**config.mk**
```make
export PLATFORM = sky130hd
export DESIGN_NAME = rr_mux_arbiter
export DESIGN_NICKNAME = d
export VERILOG_FILES = /design/src/rtl/rr_mux_arbiter.sv
export SDC_FILE = /design/constraint.sdc
export NUM_CORES = 1
export LEC_CHECK = 0
export ABC_AREA = 1
export BUFFER_PORTS_ARGS = -buffer_cell sky130_fd_sc_hd__buf_2
export CAP_MARGIN = 0
export CORE_MARGIN = 3
export CORE_UTILIZATION = 35
export CTS_CLUSTER_SIZE = 30
export DETAILED_ROUTE_END_ITERATION = 10
export GPL_ROUTABILITY_DRIVEN = 0
export GPL_TIMING_DRIVEN = 0
export PLACE_DENSITY = 0.61
export SYNTH_ARGS = -nofsm -noshare
export SYNTH_HDL_FRONTEND = slang
export SYNTH_SLANG_ARGS = --single-unit
```
**constraint.sdc**
```tcl
create_clock -name clk -period 2.1 [get_ports clk]
set_clock_uncertainty 0.2 [all_clocks]
set_input_delay 0.105 -clock clk [delete_from_list [all_inputs] [get_ports clk]]
set_output_delay 0.105 -clock clk [all_outputs]
set_load 0.005 [all_outputs]
```
**src/rtl/rr_mux_arbiter.sv**
```systemverilog
// Packet-aware round-robin arbiter: N requesters share one WIDTH-bit channel
// through a registered single-entry output stage with valid/ready on both sides.
module rr_mux_arbiter #(
  parameter int unsigned WIDTH = 3,
  parameter int unsigned N     = 4,
  parameter int unsigned SEL_W = $clog2(N)
) (
  input  logic               clk,
  input  logic               reset,
  input  logic [N-1:0]       req_valid,
  input  logic [N-1:0]       req_last,
  input  logic [N*WIDTH-1:0] req_data,
  output logic [N-1:0]       in_ready,
  output logic               out_valid,
  input  logic               out_ready,
  output logic [WIDTH-1:0]   out_data,
  output logic               out_last,
  output logic [SEL_W-1:0]   out_select
);

  typedef enum logic {IDLE, LOCKED} state_t;

  state_t           state_q, state_d;
  logic [SEL_W-1:0] ptr_q, ptr_d;
  logic [SEL_W-1:0] lock_q, lock_d;
  logic [SEL_W-1:0] grant_idx;
  logic [SEL_W-1:0] ptr_inc;
  logic [SEL_W:0]   cand;
  logic             grant_found;
  logic             can_accept;
  logic             xfer;
  logic [WIDTH-1:0] data_arr [N];

  // Unpack the flat data bus into per-requester lanes for the mux.
  always_comb begin
    for (int unsigned i = 0; i < N; i++) begin
      data_arr[i] = req_data[i*WIDTH +: WIDTH];
    end
  end

  // Grant: locked requester owns the channel, otherwise scan from ptr with wrap.
  always_comb begin
    grant_found = 1'b0;
    grant_idx   = '0;
    cand        = '0;
    if (state_q == LOCKED) begin
      grant_found = 1'b1;
      grant_idx   = lock_q;
    end else begin
      for (int unsigned k = 0; k < N; k++) begin
        cand = {1'b0, ptr_q} + (SEL_W+1)'(k);
        if (cand >= (SEL_W+1)'(N)) begin
          cand = cand - (SEL_W+1)'(N);
        end
        if (!grant_found && req_valid[cand[SEL_W-1:0]]) begin
          grant_found = 1'b1;
          grant_idx   = cand[SEL_W-1:0];
        end
      end
    end
  end

  assign can_accept = !out_valid || out_ready;
  assign xfer       = !reset && grant_found && can_accept && req_valid[grant_idx];
  assign ptr_inc    = (grant_idx == SEL_W'(N-1)) ? '0 : grant_idx + SEL_W'(1);

  always_comb begin
    in_ready = '0;
    if (!reset && grant_found && can_accept) begin
      in_ready[grant_idx] = 1'b1;
    end
  end

  // Next state: a non-last beat locks the channel, a last beat rotates priority.
  always_comb begin
    state_d = state_q;
    ptr_d   = ptr_q;
    lock_d  = lock_q;
    if (xfer) begin
      if (req_last[grant_idx]) begin
        state_d = IDLE;
        ptr_d   = ptr_inc;
      end else begin
        state_d = LOCKED;
        lock_d  = grant_idx;
      end
    end
  end

  always_ff @(posedge clk or posedge reset) begin
    if (reset) begin
      state_q <= IDLE;
      ptr_q   <= '0;
      lock_q  <= '0;
    end else begin
      state_q <= state_d;
      ptr_q   <= ptr_d;
      lock_q  <= lock_d;
    end
  end

  // Output stage: load on transfer, drain when the sink takes the beat.
  always_ff @(posedge clk or posedge reset) begin
    if (reset) begin
      out_valid  <= 1'b0;
      out_data   <= '0;
      out_last   <= 1'b0;
      out_select <= '0;
    end else if (xfer) begin
      out_valid  <= 1'b1;
      out_data   <= data_arr[grant_idx];
      out_last   <= req_last[grant_idx];
      out_select <= grant_idx;
    end else if (out_ready) begin
      out_valid  <= 1'b0;
    end
  end

endmodule

```
==> results of run 1 <==
## how the worst min path moves through the flow
| stage | endpoint | start | depth (start not counted) | slack (ns) |
|---|---|---|---|---|
| after floorplan | lock_q[0] | reset | 1 | -0.22 |
| after global placement | out_select[0] | reset | 2 | -0.06 |
| after detailed placement | out_select[0] | reset | 2 | -0.06 |
| after CTS | out_data[1] | req_data[1] | 7 | 0.07 |
| after global routing | lock_q[1] | req_last[0] | 6 | 0.13 |
| final | out_data[1] | req_data[1] | 7 | 0.06 |
## layout make-up
cell class	count	area share
Multi-Input combinational cell	152	0.497
Timing Repair Buffer	60	0.211
Sequential cell	12	0.161
Inverter	27	0.0620
Tap cell	44	0.0293
Buffer	3	0.0200
Clock buffer	4	0.0193
## logic make-up (layout without fill, tap and decap cells)
| kind of cell | after synthesis | after routing | share of synthesized area |
|---|---|---|---|
| compound gates | 14 | 14 | 0.0676 |
| buf+inv | 30 | 94 | 0.109 |
| simple gates | 134 | 134 | 0.532 |
| flops | 12 | 12 | 0.249 |
| fa+ha+maj | 4 | 4 | 0.0416 |
## through the flow
step / total power [W] / setup TNS (ns) / utilization / cells / worst slack (ns)
6_report: 0.00340 / -4.60 / 0.591 / 302 / -0.340
5_1_grt: 0.00373 / -6.60 / 0.591 / 302 / -0.462
4_1_cts: 0.00315 / -3.71 / 0.559 / 298 / -0.289
3_5_place_dp: 0.00236 / -2.84 / 0.448 / 271 / -0.244
3_3_place_gp: 0.00235 / -2.55 / 0.448 / 271 / -0.237
2_1_floorplan: 0.00193 / 0 / - / 194 / 0.0596
## synth_stat cells, drive strengths merged
library cell / number / area, um^2
a21oi: 1 / 16.3
buf: 3 / 27.5
dfrtp: 12 / 300
ha: 4 / 50.1
inv: 27 / 104
nand2: 88 / 373
nand3: 24 / 148
nor2: 22 / 120
o21ai: 13 / 65.1
## power by group through the flow
stage / clock, W / combinational, W / sequential, W
after floorplan: 0 / 0.00152 / 0.000409
after global placement: 0 / 0.00194 / 0.000411
final: 0.000182 / 0.00279 / 0.000431
after detailed placement: 0 / 0.00195 / 0.000415
after CTS: 0.000182 / 0.00254 / 0.000423
after global routing: 0.000193 / 0.00310 / 0.000440
## state kept, by name, summed over array words and instances, names as in the netlist
name	count
ptr_q	2
out_last	1
out_valid	1
out_data	3
lock_q	2
state_q	1
out_select	2
## critical path, delay by kind of cell (launching register included)
kind | cells | cell delay, ns
flip-flops | 1 | 0.46
AND/OR/NAND/NOR | 8 | 0.75
buffers and inverters | 5 | 0.50
adder cells (fa/ha/maj) | 1 | 0.15
## layer usage
layer,share of wire,wire length (um),track usage
met2,0.48,1750,0.303
met3,0.022,79,0.0173
met4,0.017,63,0.0396
met1,0.48,1710,0.230
met5,0,0,0
## timing repair
action	4_1_cts	5_1_grt
hold endpoints to repair	16	0
pin swaps	18	20
hold buffers	8	0
setup buffers	14	4
gates cloned	1	0
gates resized for setup	38	22
endpoints found under the setup margin	16	16
==> impl_metrics.csv, run 1 <==
group,metric,value,unit
outcome,status,"complete, but fails checks",
outcome,failed_checks,"setup timing",
clock_network,clk_pin_slew_worst_paths,0.08,ns
critical_path,critPathMaxFanout,10,
clock_network,cts.path.max_buffers,2,
pwr,pwr-share-clk,0.053,
drt,drtPass1Iterations,4,
global_route,grt_max_degree,13,
pwr,p_sw,0.00181,W
drt,routed_wirelength,3610,um
yosys,ys_seq_elements,12,
critical_path,rr_startpoint,"ptr_q[0]",
critical_path,cp-startpoint,"ptr_q[0]",
clock_network,cts_tree,"done",
drt,initialDrtViolationCount,40,
yosys,synth_seq_area_share,0.249,
critical_path,crit_required,1.79,ns
clock_network,cts_root_buf,"clkbuf_4",
critical_path,reg2reg_to,"lock_q[0]",
floorplanning,dieArea,0.00418,mm^2
critical_path,startpoint_type,"flip-flop",
floorplanning,die_h,64.6,um
floorplanning,start_util,0.379,
final_layout,final_area,0.00188,mm^2
critical_path,rrSetupSlack,-0.30,ns
floorplanning,io_pins,34,
clock_network,clk_latency,0.27,ns
timing,fin_hold_ws,0.0631,ns
yosys,netlist_area,0.00120,mm^2
final_layout,drive_above_1_share,0.484,
timing,fin_crit,2.44,ns
critical_path,endpoint_kind,"primary output",
critical_path,max_stage_delay,0.46,ns
clock_network,htree_levels,1,
floorplanning,die_w,64.6,um
yosys,yosys_warnings,0,
drt,vias,1378,
critical_path,crit_top_cell,"nand2_4",
global_route,grt_pass1_wl,5800,um
drt,via_per_inst,4.56,
yosys,synth_cell_types,19,
timing,clock.fmax,410,MHz
worst_hold_path,hp-class,"input port to flip-flop",
critical_path,criticalPathCategory,"flip-flop to primary output",
pwr,switching_share,0.531,
pwr,pwr-share-seq,0.127,
drt,drc_errors,0,
floorplanning,row_count,20,
placed_design,place_area,0.00142,mm^2
drt,postRouteAntennaNets,0,
timing,tightest_slew,0.529,ns
timing,hold_viol,0,
critical_path,crit_slowest_cell,"dfrtp_2",
timing,period_share,1.16,
final_layout,diodes,0,
yosys,synth_nets,221,
final_layout,areaGrowthSynthToFinish,55.9,%
critical_path,cp_cell_sequence,"buf_6 -> nand2_4 -> nand3_2 -> nand2_4 -> inv_4 -> nand3_4 -> nor2_4 -> nor2_4 -> nand2_4 -> inv_6 -> ha_1 -> inv_1 -> nor2_1 -> buf_2",
pwr,power_density,1810,mW/mm^2
yosys,avgSynthCellArea,6.20,um^2
timing,rsz0062_at_grt,"true",
timing,slew_headroom,0.646,
timing,finalSetupViolCount,16,
run,cap_violations,0,
final_layout,final_cell_mix,"nand2_1, buf_2, nand2_2, inv_1, buf_4",
global_route,grt.total_usage,0.174,
pwr,ir_drop,0.00106,V
critical_path,crit_arrival,2.14,ns
final_layout,multi_input_area,933,um^2
pwr,power.leakage,1.06,nW
yosys,syn_inst,194,
placed_design,port_buffers,33,
final_layout,fill_cells,321,
global_route,overflow,0,
critical_path,ff2ff_path_depth,17,
global_route,antenna_found_initial,0,
floorplanning,core_region_area,0.00318,mm^2
global_route,grt_pass1_vias,1316,
clock_network,clock-sinks,12,
timing,drv_slew,0,
critical_path,critical_path.endpoint,"in_ready[3]",
final_layout,ff_latch_area,303,um^2
pwr,comb_power_share,0.820,
clock_network,cts_buffers,3,
final_layout,nNetsFinal,286,
timing,setup_ws,-0.340,ns
drt,wl_per_cell,11.9,um
pwr,p_int,0.00159,W
placed_design,hpwl,2260,um
final_layout,final_common_cell,"nand2_1",
No activity file was read; power rests on OpenSTA's default activity.
==> run 2: changes to the inputs <==
--- a/config.mk
+++ b/config.mk
@@ -6,7 +6,7 @@
 export NUM_CORES = 1
 export LEC_CHECK = 0
 export ABC_AREA = 1
-export BUFFER_PORTS_ARGS = -buffer_cell sky130_fd_sc_hd__buf_2
+export BUFFER_PORTS_ARGS = -buffer_cell sky130_fd_sc_hd__buf_4
 export CAP_MARGIN = 0
 export CORE_MARGIN = 3
 export CORE_UTILIZATION = 35
@@ -15,6 +15,7 @@
 export GPL_ROUTABILITY_DRIVEN = 0
 export GPL_TIMING_DRIVEN = 0
 export PLACE_DENSITY = 0.61
+export SKIP_LAST_GASP = 1
 export SYNTH_ARGS = -nofsm -noshare
 export SYNTH_HDL_FRONTEND = slang
 export SYNTH_SLANG_ARGS = --single-unit
==> constraint.sdc (replaced) <==
create_clock -name clk -period 2.1 [get_ports clk]
set_clock_uncertainty 0.2 [all_clocks]
set_input_delay 0.105 -clock clk [delete_from_list [all_inputs] [get_ports clk]]
set_output_delay 0.105 -clock clk [all_outputs]
set_load 0.01 [all_outputs]
==> run 2 against run 1 <==
  * Largest power group unchanged
  * Die area is the same
  * The flow still finishes with violations (setup timing)
  * Register-to-register slack got worse by 0.04 ns
  * Sequential power is 3% higher
  * Largest cell class unchanged
  * Hold slack got worse by 0.025 ns
  * Non-clock buffer count grew 3
  * Clock power shrank 24%
  * Via count grew 6.5%
  * Cell area increased by 12%
  * Critical path depth unchanged
  * Clock-buffer cell count decreased by 1
  * Worst setup slack got worse by 0.027 ns
  * Routed wire length increased by 6.2%
  * Critical endpoint is now in_ready[1]
==> impl_metrics.csv, run 2 (synthesized netlist as in run 1, its figures left out) <==
group,metric,value,unit
outcome,status,"complete, but fails checks",
outcome,failed_checks,"setup timing",
final_layout,final_common_cell,"buf_4",
pwr,comb_power_share,0.853,
pwr,p_int,0.00185,W
timing,fin_crit,2.47,ns
run,cap_violations,0,
critical_path,critPathMaxFanout,5,
clock_network,cts.path.max_buffers,2,
floorplanning,die_h,64.6,um
worst_hold_path,min_path_cells,7,
global_route,grt_pass1_wl,6100,um
worst_hold_path,hp-class,"input port to flip-flop",
timing,finalSetupViolCount,16,
timing,setup_tns,-5.03,ns
pwr,power.leakage,1.12,nW
worst_hold_path,worstHoldEndpoint,"out_data[1]",
timing,hold_viol,0,
global_route,grt.total_usage,0.181,
timing,tightest_slew,0.555,ns
clock_network,cts_buffers,3,
clock_network,htree_levels,1,
timing,rsz0062_at_grt,"true",
timing,setup_ws,-0.367,ns
pwr,p_sw,0.00210,W
pwr,power_density,1880,mW/mm^2
drt,routed_wirelength,3830,um
drt,wl_per_cell,12.6,um
placed_design,post-place-ws,-0.235,ns
global_route,overflow,0,
drt,drtPass1Iterations,4,
global_route,grt_max_degree,13,
pwr,pwr-share-seq,0.112,
drt,vias,1467,
pwr,switching_share,0.532,
pwr,pwr-share-clk,0.035,
clock_network,clk_pin_slew_worst_paths,0.07,ns
timing,slew_headroom,0.629,
final_layout,fill_cells,254,
critical_path,crit_required,1.79,ns
timing,clock.fmax,405,MHz
global_route,grt_pass1_vias,1374,
final_layout,multi_input_area,0.00106,mm^2
final_layout,nNetsFinal,290,
clock_network,cts_root_buf,"clkbuf_4",
final_layout,drive_above_1_share,0.567,
placed_design,port_buffers,33,
critical_path,ff2ff_path_depth,17,
final_layout,diodes,0,
critical_path,rr_startpoint,"ptr_q[0]",
critical_path,startpoint_type,"flip-flop",
floorplanning,dieArea,0.00418,mm^2
final_layout,ff_latch_area,303,um^2
floorplanning,die_w,64.6,um
critical_path,endpoint_kind,"primary output",
clock_network,clk_latency,0.27,ns
floorplanning,row_count,20,
floorplanning,io_pins,34,
drt,postRouteAntennaNets,0,
critical_path,crit_arrival,2.16,ns
floorplanning,core_region_area,0.00318,mm^2
floorplanning,start_util,0.379,
placed_design,hpwl,2210,um
drt,drc_errors,0,
final_layout,areaGrowthSynthToFinish,75.1,%
final_layout,final_cell_mix,"buf_4, nand2_1, nand2_2, inv_1, nand2_4",
global_route,antenna_found_initial,0,
drt,via_per_inst,4.81,
final_layout,largest_reg_flops,3,
drt,initialDrtViolationCount,52,
timing,drv_slew,0,
pwr,ir_drop,0.00116,V
clock_network,cts_tree,"done",
critical_path,criticalPathCategory,"flip-flop to primary output",
clock_network,clock-sinks,12,
critical_path,rrSetupSlack,-0.34,ns
final_layout,largest_register,"out_data",
timing,period_share,1.17,
critical_path,reg2reg_to,"lock_q[1]",
worst_hold_path,min_from,"req_data[10]",
run 2: changes by cell type in the layout (fill, tap and decap cells not counted), sizes merged:
cell / previous run / this run
buf: 55 / 58
clkbuf: 4 / 3
clkinvlp: 0 / 1
inv: 26 / 27
clkinv: 1 / 0
run 2: metal layers:
metal	vias to the layer above	share of wire	track usage
met3	6	0.033	0.0104
met2	46	0.49	0.300
met5	-	0	0
met4	0	0.013	0.0607
met1	682	0.46	0.251
li1	733	-	-
run 2: final cells by class:
cell class	instances	area share
Multi-Input combinational cell	152	0.502
Timing Repair Buffer	63	0.239
Sequential cell	12	0.144
Inverter	27	0.0552
Tap cell	44	0.0261
Buffer	3	0.0196
Clock buffer	3	0.0107
Timing Repair inverter	1	0.00356
run 2: worst max path at each step:
stage,startpoint,cells after the start,to
after floorplan,ptr_q[0],17,ptr_q[1]
after global placement,ptr_q[0],15,lock_q[0]
after detailed placement,ptr_q[0],15,lock_q[1]
after CTS,ptr_q[0],16,in_ready[2]
after global routing,ptr_q[0],15,in_ready[3]
final,ptr_q[0],14,in_ready[1]
run 2: through the flow:
stage | std cells | util | power [W] | instance area [um^2] | hold slack (ns)
after floorplan | 194 | - | 0.00196 | 1200 | -0.222
after global placement | 271 | 0.474 | 0.00245 | 1510 | -0.0471
after detailed placement | 271 | 0.474 | 0.00245 | 1510 | -0.0496
after CTS | 301 | 0.593 | 0.00330 | 1880 | 0.0566
after global routing | 305 | 0.663 | 0.00432 | 2110 | 0.0767
final | 305 | 0.663 | 0.00395 | 2110 | 0.0378
run 2: what timing repair did:
item,in CTS,in global routing
cloned,2,0
hold endpoints to repair,16,0
setup endpoints to repair,16,16
setup buffers,18,4
hold buffers,8,0
resized for setup,43,50
pin swaps,27,32
run 2: worst max-delay path, cell delays in order, from the launching register on:
cell     delay [ns]
dfrtp_2        0.47
buf_8          0.17
nand2_4        0.08
nand3_4        0.09
nand2_4        0.11
inv_4          0.05
nand3_4        0.09
nor2_1         0.05
nor2_2         0.11
nor2_2         0.05
nor2_4         0.15
ha_2           0.19
inv_1          0.03
nor2_1         0.10
buf_4          0.14
run 2: power groups by stage:
| stage | registers, W | logic (W) | clock network, W |
|---|---|---|---|
| after CTS | 0.000434 | 0.00272 | 0.000141 |
| after detailed placement | 0.000419 | 0.00204 | 0 |
| final | 0.000442 | 0.00337 | 0.000139 |
| after global placement | 0.000416 | 0.00204 | 0 |
| after floorplan | 0.000432 | 0.00153 | 0 |
| after global routing | 0.000451 | 0.00371 | 0.000157 |
==> run 3: changes to the inputs <==
--- a/config.mk
+++ b/config.mk
@@ -14,7 +14,7 @@
 export DETAILED_ROUTE_END_ITERATION = 10
 export GPL_ROUTABILITY_DRIVEN = 0
 export GPL_TIMING_DRIVEN = 0
-export PLACE_DENSITY = 0.61
+export PLACE_DENSITY = 0.58
 export SKIP_LAST_GASP = 1
 export SYNTH_ARGS = -nofsm -noshare
 export SYNTH_HDL_FRONTEND = slang
==> constraint.sdc (replaced) <==
create_clock -name clk -period 2.5 [get_ports clk]
set_clock_uncertainty 0.2 [all_clocks]
set_input_delay 0.125 -clock clk [delete_from_list [all_inputs] [get_ports clk]]
set_output_delay 0.125 -clock clk [all_outputs]
set_load 0.01 [all_outputs]
==> run 3 against run 2 <==
  * The flow now finishes without violations
  * Hold slack got worse by 0.022 ns
  * Global-route usage decreased by 2.6 points
  * Utilization increased by 0.71 points
  * Critical path type unchanged
  * Highest routed layer unchanged
==> impl_metrics.csv, run 3 (synthesized netlist as in run 1, its figures left out) <==
group,metric,value,unit
worst_hold_path,hp-class,"input port to flip-flop",
critical_path,critPathMaxFanout,4,
final_layout,final_common_cell,"buf_4",
drt,routed_wirelength,3800,um
global_route,grt_max_degree,14,
pwr,power_density,1560,mW/mm^2
critical_path,crit_slowest_cell,"dfrtp_2",
placed_design,port_buffers,33,
final_layout,final_cell_mix,"buf_4, nand2_1, nand2_2, inv_1",
global_route,overflow,0,
global_route,grt.total_usage,0.155,
drt,drc_errors,0,
pwr,power.leakage,1.10,nW
floorplanning,core_region_area,0.00318,mm^2
critical_path,startpoint_type,"flip-flop",
final_layout,diodes,0,
critical_path,max_stage_delay,0.46,ns
final_layout,largest_register,"out_data",
placed_design,post-place-ws,0.187,ns
drt,initialDrtViolationCount,44,
timing,setup_ws,0.000306,ns
critical_path,rrSetupSlack,0.01,ns
timing,period_share,1.00,
drt,wl_per_cell,12.5,um
timing,clock.fmax,400,MHz
drt,drtPass1Iterations,4,
global_route,grt_pass1_wl,5250,um
pwr,ir_drop,0.000949,V
placed_design,hpwl,2310,um
drt,postRouteAntennaNets,0,
timing,fin_crit,2.50,ns
final_layout,drive_above_1_share,0.606,
timing,hold_viol,0,
timing,tightest_slew,0.491,ns
clock_network,cts_root_buf,"clkbuf_4",
floorplanning,dieArea,0.00418,mm^2
clock_network,cts_buffers,3,
critical_path,criticalPathCategory,"flip-flop to primary output",
placed_design,dp_cells,271,
timing,slew_headroom,0.672,
critical_path,endpoint_kind,"primary output",
final_layout,areaGrowthSynthToFinish,76.9,%
timing,rsz0062_at_grt,"true",
critical_path,cp_cell_sequence,"clkinvlp_4 -> nand2_2 -> nand2_2 -> nand2_2 -> nand2_2 -> nor2_4 -> nand3_1 -> nand3_1 -> nand2_2 -> nand2_2 -> buf_6 -> ha_4 -> inv_2 -> nor2_2 -> buf_4",
clock_network,clk_pin_slew_worst_paths,0.08,ns
global_route,antenna_found_initial,0,
floorplanning,die_h,64.6,um
timing,drv_slew,0,
final_layout,largest_reg_flops,3,
clock_network,htree_levels,1,
timing,finalSetupViolCount,0,
floorplanning,start_util,0.379,
critical_path,path_delay_family,"simple AND/OR/NAND/NOR gates",
outcome,status,"finished clean",
drt,vias,1429,
clock_network,clk_latency,0.26,ns
floorplanning,row_count,20,
final_layout,fin_util,0.670,
run,cap_violations,0,
clock_network,cts_tree,"done",
critical_path,critPathBufInv,4,
floorplanning,io_pins,34,
critical_path,crit_top_cell,"nand2_2",
critical_path,crit_required,2.17,ns
critical_path,crit_arrival,2.17,ns
clock_network,cts.path.max_buffers,2,
final_layout,nNetsFinal,288,
floorplanning,die_w,64.6,um
global_route,grt_pass1_vias,1177,
drt,via_per_inst,4.72,
clock_network,clock-sinks,12,
final_layout,stdcell_count,303,
[run 3: cell types whose count changed in the layout (fill, tap and decap cells not counted), sizes merged]
cell | before | now
buf | 58 | 59
dlygate4sd3 | 8 | 5
[run 3: tightest hold or removal path: stages]
cell,delay (ns)
buf_4,0.07
o21ai_0,0.07
nand2_1,0.08
nand2_1,0.05
nand2_1,0.05
[run 3: repair_timing]
| item | in CTS | in global routing |
|---|---|---|
| hold buffers | 5 | 0 |
| gates resized for setup | 8 | 95 |
| cloned | 1 | 1 |
| setup buffers | 10 | 12 |
| hold endpoints to repair | 16 | 0 |
| setup endpoints to repair | 4 | 15 |
| pin swaps | 3 | 40 |
[run 3: final timing paths]
kind                                     to  depth (start not counted)         from
min in group asynchronous           state_q                          3        reset
worst max register to register    lock_q[0]                         17     ptr_q[0]
worst min register to register    lock_q[1]                          2    lock_q[1]
worst max-delay path            in_ready[3]                         15     ptr_q[0]
max in group asynchronous          ptr_q[1]                          3        reset
worst min-delay path            out_data[1]                          5  req_data[7]
[run 3: where the power goes]
part / total, W / leakage [nW] / internal, W / switching [W]
combinational: 0.00284 / 0.942 / 0.00120 / 0.00165
clock: 0.000115 / 0.0138 / 0.0000555 / 0.0000595
sequential: 0.000369 / 0.149 / 0.000290 / 0.0000794
total: 0.00333 / 1.10 / 0.00154 / 0.00178
[run 3: through the flow]
stage	hold slack [ns]	setup TNS [ns]	instance area (um^2)	power [W]
final	0.0157	0	2130	0.00333
after global routing	0.0436	-1.58	2130	0.00362
after CTS	0.00438	-0.00578	1680	0.00247
after detailed placement	-0.0256	0	1510	0.00208
after global placement	-0.0256	0	1510	0.00208
after floorplan	-0.202	0	1200	0.00165
[run 3: area by class of cell]
class,count,area (um^2)
Fill cell,271,1050
Buffer,3,41.3
Tap cell,44,55.1
Inverter,27,119
Multi-Input combinational cell,152,1100
Sequential cell,12,303
Clock buffer,3,22.5
Timing Repair inverter,1,7.51
Timing Repair Buffer,61,478
[run 3: per-layer routing]
metal	GRT usage	part of all wire	vias up
met4	0.0317	0.014	0
met5	0	0	-
met2	0.229	0.48	23
met3	0.0225	0.022	6
met1	0.236	0.48	668
li1	-	-	732
